<file path="src/rtl/alu_seq16.sv">
`default_nettype none
// ============================================================================
//  Module   : alu_seq16
//  Brief    : Sequences a 2N-bit ADD/AND/OR/XOR through an external N-bit ALU
//             in two halves (low then high), assembling the wide result and
//             its carry/zero flags behind a valid/ready request/response pair.
//  Revision : 1.0 - initial release
// ============================================================================
module alu_seq16 #(
   parameter int N = 8
) (
   input  logic           clk,
   input  logic           rst_n,
   // request channel
   input  logic           req_valid,
   output logic           req_ready,
   input  logic [1:0]     req_op,
   input  logic [2*N-1:0] req_a,
   input  logic [2*N-1:0] req_b,
   // response channel
   output logic           resp_valid,
   input  logic           resp_ready,
   output logic [2*N-1:0] resp_data,
   output logic           resp_carry,
   output logic           resp_zero,
   // external ALU command side
   output logic           alu_enable,
   output logic [2:0]     alu_mode,
   output logic [N-1:0]   alu_a,
   output logic [N-1:0]   alu_b,
   // external ALU result side (registered one clock after an enabled edge)
   input  logic [N-1:0]   alu_out,
   input  logic           alu_flag_zero,
   input  logic           alu_flag_carry
);

   // ALU mode encodings shared with the external ALU; 0 means no operation
   localparam logic [2:0] c_ALU_NOP = 3'd0;
   localparam logic [2:0] c_ALU_ADD = 3'd1;
   localparam logic [2:0] c_ALU_ADC = 3'd2;
   localparam logic [2:0] c_ALU_AND = 3'd3;
   localparam logic [2:0] c_ALU_OR  = 3'd4;
   localparam logic [2:0] c_ALU_XOR = 3'd5;

   // request opcodes
   localparam logic [1:0] c_OP_ADD = 2'd0;
   localparam logic [1:0] c_OP_AND = 2'd1;
   localparam logic [1:0] c_OP_OR  = 2'd2;
   localparam logic [1:0] c_OP_XOR = 2'd3;

   typedef enum logic [2:0] {
      S_IDLE = 3'd0,
      S_LO   = 3'd1,
      S_HI   = 3'd2,
      S_WB   = 3'd3,
      S_DONE = 3'd4
   } state_t;

   state_t         r_state;
   logic [1:0]     r_op;        // opcode of the operation in flight
   logic [N-1:0]   r_a_hi;      // high operand halves, held until the HI step
   logic [N-1:0]   r_b_hi;
   logic [N-1:0]   r_res_lo;    // low result half captured leaving HI
   logic           r_lo_zero;   // zero flag of the low result half

   // Low half always uses a plain ADD so a stale carry left in the ALU
   // (e.g. after an abandoned operation) can never leak into a new sum.
   function automatic logic [2:0] lo_mode(input logic [1:0] op);
      logic [2:0] m;
      case (op)
         c_OP_ADD: m = c_ALU_ADD;
         c_OP_AND: m = c_ALU_AND;
         c_OP_OR:  m = c_ALU_OR;
         default:  m = c_ALU_XOR;
      endcase
      return m;
   endfunction

   // High half chains the carry from the low ADD; logic ops repeat their mode.
   function automatic logic [2:0] hi_mode(input logic [1:0] op);
      logic [2:0] m;
      if (op == c_OP_ADD) begin
         m = c_ALU_ADC;
      end else begin
         m = lo_mode(op);
      end
      return m;
   endfunction

   // Sequencer: state, ALU command and response are all registered here so
   // every output is glitch-free and cleared together by reset.
   always_ff @(posedge clk or negedge rst_n) begin
      if (!rst_n) begin
         r_state    <= S_IDLE;
         r_op       <= c_OP_ADD;
         r_a_hi     <= '0;
         r_b_hi     <= '0;
         r_res_lo   <= '0;
         r_lo_zero  <= 1'b0;
         req_ready  <= 1'b1;
         resp_valid <= 1'b0;
         resp_data  <= '0;
         resp_carry <= 1'b0;
         resp_zero  <= 1'b0;
         alu_enable <= 1'b0;
         alu_mode   <= c_ALU_NOP;
         alu_a      <= '0;
         alu_b      <= '0;
      end else begin
         case (r_state)
            S_IDLE: begin
               if (req_valid) begin
                  // Latch everything needed later; the low halves go
                  // straight onto the ALU command for the LO cycle.
                  r_op       <= req_op;
                  r_a_hi     <= req_a[2*N-1:N];
                  r_b_hi     <= req_b[2*N-1:N];
                  req_ready  <= 1'b0;
                  alu_enable <= 1'b1;
                  alu_mode   <= lo_mode(req_op);
                  alu_a      <= req_a[N-1:0];
                  alu_b      <= req_b[N-1:0];
                  r_state    <= S_LO;
               end
            end

            S_LO: begin
               // Issue the high half immediately after the low one so the
               // ALU carry from the low ADD is still intact for the ADC.
               alu_mode <= hi_mode(r_op);
               alu_a    <= r_a_hi;
               alu_b    <= r_b_hi;
               r_state  <= S_HI;
            end

            S_HI: begin
               // alu_out now holds the low-half result.
               r_res_lo   <= alu_out;
               r_lo_zero  <= alu_flag_zero;
               alu_enable <= 1'b0;
               alu_mode   <= c_ALU_NOP;
               alu_a      <= '0;
               alu_b      <= '0;
               r_state    <= S_WB;
            end

            S_WB: begin
               // alu_out now holds the high-half result and final flags.
               resp_data  <= {alu_out, r_res_lo};
               resp_zero  <= r_lo_zero & alu_flag_zero;
               resp_carry <= (r_op == c_OP_ADD) ? alu_flag_carry : 1'b0;
               resp_valid <= 1'b1;
               r_state    <= S_DONE;
            end

            S_DONE: begin
               // Response fields stay untouched until the consumer takes them.
               if (resp_ready) begin
                  resp_valid <= 1'b0;
                  req_ready  <= 1'b1;
                  r_state    <= S_IDLE;
               end
            end

            default: begin
               r_state    <= S_IDLE;
               req_ready  <= 1'b1;
               resp_valid <= 1'b0;
               alu_enable <= 1'b0;
               alu_mode   <= c_ALU_NOP;
               alu_a      <= '0;
               alu_b      <= '0;
            end
         endcase
      end
   end

endmodule
`default_nettype wire

</file>
<file path="config.mk">
export PLATFORM = sky130hd
export DESIGN_NAME = alu_seq16
export DESIGN_NICKNAME = d
export VERILOG_FILES = /design/src/rtl/alu_seq16.sv
export SDC_FILE = /design/constraint.sdc
export NUM_CORES = 1
export LEC_CHECK = 0
export ABC_AREA = 1
export CAP_MARGIN = 20
export CORE_MARGIN = 10
export CORE_UTILIZATION = 45
export DETAILED_ROUTE_END_ITERATION = 10
export PLACE_DENSITY_LB_ADDON = 0.1
export SLEW_MARGIN = 0
export SYNTH_ARGS = -nofsm -noshare
export SYNTH_HDL_FRONTEND = slang
export SYNTH_SLANG_ARGS = --single-unit
</file>
<file path="constraint.sdc">
create_clock -name clk -period 3.05 [get_ports clk]
set_input_delay 0.4575 -clock clk [delete_from_list [all_inputs] [get_ports clk]]
set_output_delay 0.4575 -clock clk [all_outputs]
set_load 0.01 [all_outputs]
</file>
==> impl_results.md <==
- Crit path launch type: flip-flop
- Setup crit start: r_state[1]$_DFFE_PN0P_
- Crit path kind: flip-flop to flip-flop
- Via count: 2535
- Fillers: 567
- Die ar.: 10400 um^2
- Slew HR: 54.5%
- Syn Area/Cell: 8.29 um^2
- GR peak layer: met2
- Area delta synth->final: 37.9%
- Nets@finish: 500
- I/O Buffers: 87
- Worst endpoint data arrival time: 2.39 ns
- Hold Crit Class: input pin to asynchronous set/reset pin
- CTS sink count: 70
- Pwr dens: 1060 nW/um^2
- CTS Buffer Depth: 2
- Status: completed
- Die height: 102 um
- Overall power: 0.00443 W
- Setup Buffers After CTS: 0
- Final Max Slew Viols: 0
- Die X: 102 um
- DP Worst Slack: 0.863 ns
- Worst skew pair latency: 0.34 ns
- CTS Root Cell: clkbuf_8
- Largest net degree at the start of global routing: 54
- FF-to-FF Start: r_state[1]$_DFFE_PN0P_
- Vias in the first global route: 2484
- Hold_buf cts: 0
- DR vias/cell: 4.75
- Max frequency: 457 MHz
- TritonCTS clock tree: built
- Clock transition at the registers of the reported paths: 0.07 ns
- GPL Wtd Cong: 0.791
- Final setup violating endpoints: 0
- Yosys top cell area share: 56.9%
- Initial Utilization: 47.0%
- Synth Warn #: 0
- Num CTS Buffers: 9
- Syn Nets: 414
- I/O pin count: 88
- Initial antenna violation count: 0
- Crit share post-route: 71.7%
- # H-tree levels: 3
- Post-route clock skew: 0.00772 ns
- Ant diodes: 0
- Post-DR wirelength/cell: 14.4 um
- Residual DRC: 0
- Tmin final: 2.19 ns
- Total routed wirelength: 7.70 mm
- Ranking of synthesized cells by area: dfrtp_1 57%, nand2_1 26%, o21ai_0 3.3%, nand3_1 3.1%, inv_1 1.9%
- Grt total ovfl: 0
- PostCTS Resize Cnt: 0
- All-Layer GR Usage: 15.2%
- Critical Path End Type: flip-flop
- Synthesized area: 3040 um^2
- Share of cells above drive strength 1: 7.22%
- Worst vdd ir: 486 uV
- Leak: 2.17 nW
- Core Area: 6460 um^2
- Met2 Usage GRT: 23.0%
- First-pass GRT wire length: 12.5 mm
- Max FO, Critical Path: 35
- RSZ-0062 raised after global routing: false
- Met3 Use GR: 4.86%
- Mapped Cells: 366
- Worst Path Required: 3.25 ns
- Worst-Margin Slew: 0.680 ns
- Cell variety after synth: 23
- Final Hold Vio Count: 0
- Hpwl dp: 5.56 mm
- Area leader, netlist: dfrtp_1
- Post-route ant nets: 0
- Hold slack: 0.0479 ns
- Sequential element share of the synthesized area: 57.7%
- Reg2Reg Setup Slack: 0.86 ns
- DR pass1 iterations: 4
- Placed inst area: 3940 um^2
- Maximum capacitance violations: 0
- Commonest non-fill, non-tap cell in the layout: nand2_1
- Starting DRC count in detailed routing: 121
- Cell area after layout: 4190 um^2
- GR Util met1: 20.0%
- Setup WS post-layout: 0.863 ns
- Cell Rows: 29
- Most frequent cells in the layout: 208 x nand2_1, 86 x clkdlybuf4s50_1, 69 x dfrtp_1, 20 x o21ai_0, 19 x nand3_1
- Final setup TNS: 0 ns
- Yosys reg bits: 70
[flip-flops by register name, summed over array words and instances (netlist names)]
signal,count
resp_data,16
alu_a,8
alu_b,8
r_a_hi,8
r_b_hi,8
r_res_lo,8
alu_mode,3
r_state,3
r_op,2
alu_enable,1
r_lo_zero,1
req_ready,1
resp_carry,1
resp_valid,1
resp_zero,1
[Yosys cell counts]
library cell / instances
nand2_1: 208
dfrtp_1: 69
o21ai_0: 20
nand3_1: 19
inv_1: 15
buf_2: 4
nand2_2: 4
buf_4: 3
buf_6: 3
clkbuf_1: 3
nor2_4: 3
nand3_2: 2
nor2_1: 2
o21ai_2: 2
and3_1: 1
buf_1: 1
clkbuf_2: 1
dfstp_2: 1
inv_2: 1
inv_4: 1
nand3b_1: 1
nand3b_4: 1
nand4_1: 1
[stage by stage]
| stage | std cells | utilization [%] |
|---|---|---|
| after global placement | 518 | 60.9 |
| after CTS | 534 | 64.8 |
| final | 534 | 64.8 |
| after floorplan | 366 | - |
| after detailed placement | 518 | 60.9 |
| after global routing | 534 | 64.8 |
[critical path: stages (launching register included)]
cell     delay [ns]
dfrtp_1        0.47
nor2_4         0.20
nand2_1        0.09
inv_2          0.43
nand2_1        0.58
nand2_1        0.21
o21ai_2        0.07
[kinds of logic after synthesis]
group | Yosys count | synth area share [%]
AND/OR/NAND/NOR | 242 | 33.0
flip-flops | 70 | 57.7
buffers and inverters | 32 | 5.36
AO/OA/AOI/OAI | 22 | 3.87
[layer usage]
layer / wire [um] / share of wire (%)
met2: 3450 / 45
met4: 58 / 0.75
met3: 597 / 7.8
met5: 0 / 0
met1: 3590 / 47
[cell type report]
cell class	count	area, um^2	share of cell area (%)
Sequential cell	70	1750	41.9
Clock inverter	3	90.1	2.15
Multi-Input combinational cell	264	1120	26.8
Clock buffer	13	159	3.80
Timing Repair Buffer	90	901	21.5
Inverter	17	66.3	1.58
Tap cell	77	96.3	2.30
[worst paths after layout]
path	end	depth (start not counted)
max	r_op[1]$_DFFE_PN0P_	6
min	alu_b[2]$_DFFE_PN0P_	1
max reg2reg	r_op[1]$_DFFE_PN0P_	6
min reg2reg	req_ready$_DFFE_PN1P_	2
max in group asynchronous	alu_a[6]$_DFFE_PN0P_	2
min in group clk	req_ready$_DFFE_PN1P_	2
[power breakdown]
part	internal [W]	switching [W]	leakage [nW]
sequential	0.00136	0.000272	0.882
clock	0.000589	0.000330	0.124
combinational	0.000801	0.00108	1.17
Note: power is estimated with default switching activity, not from simulation.
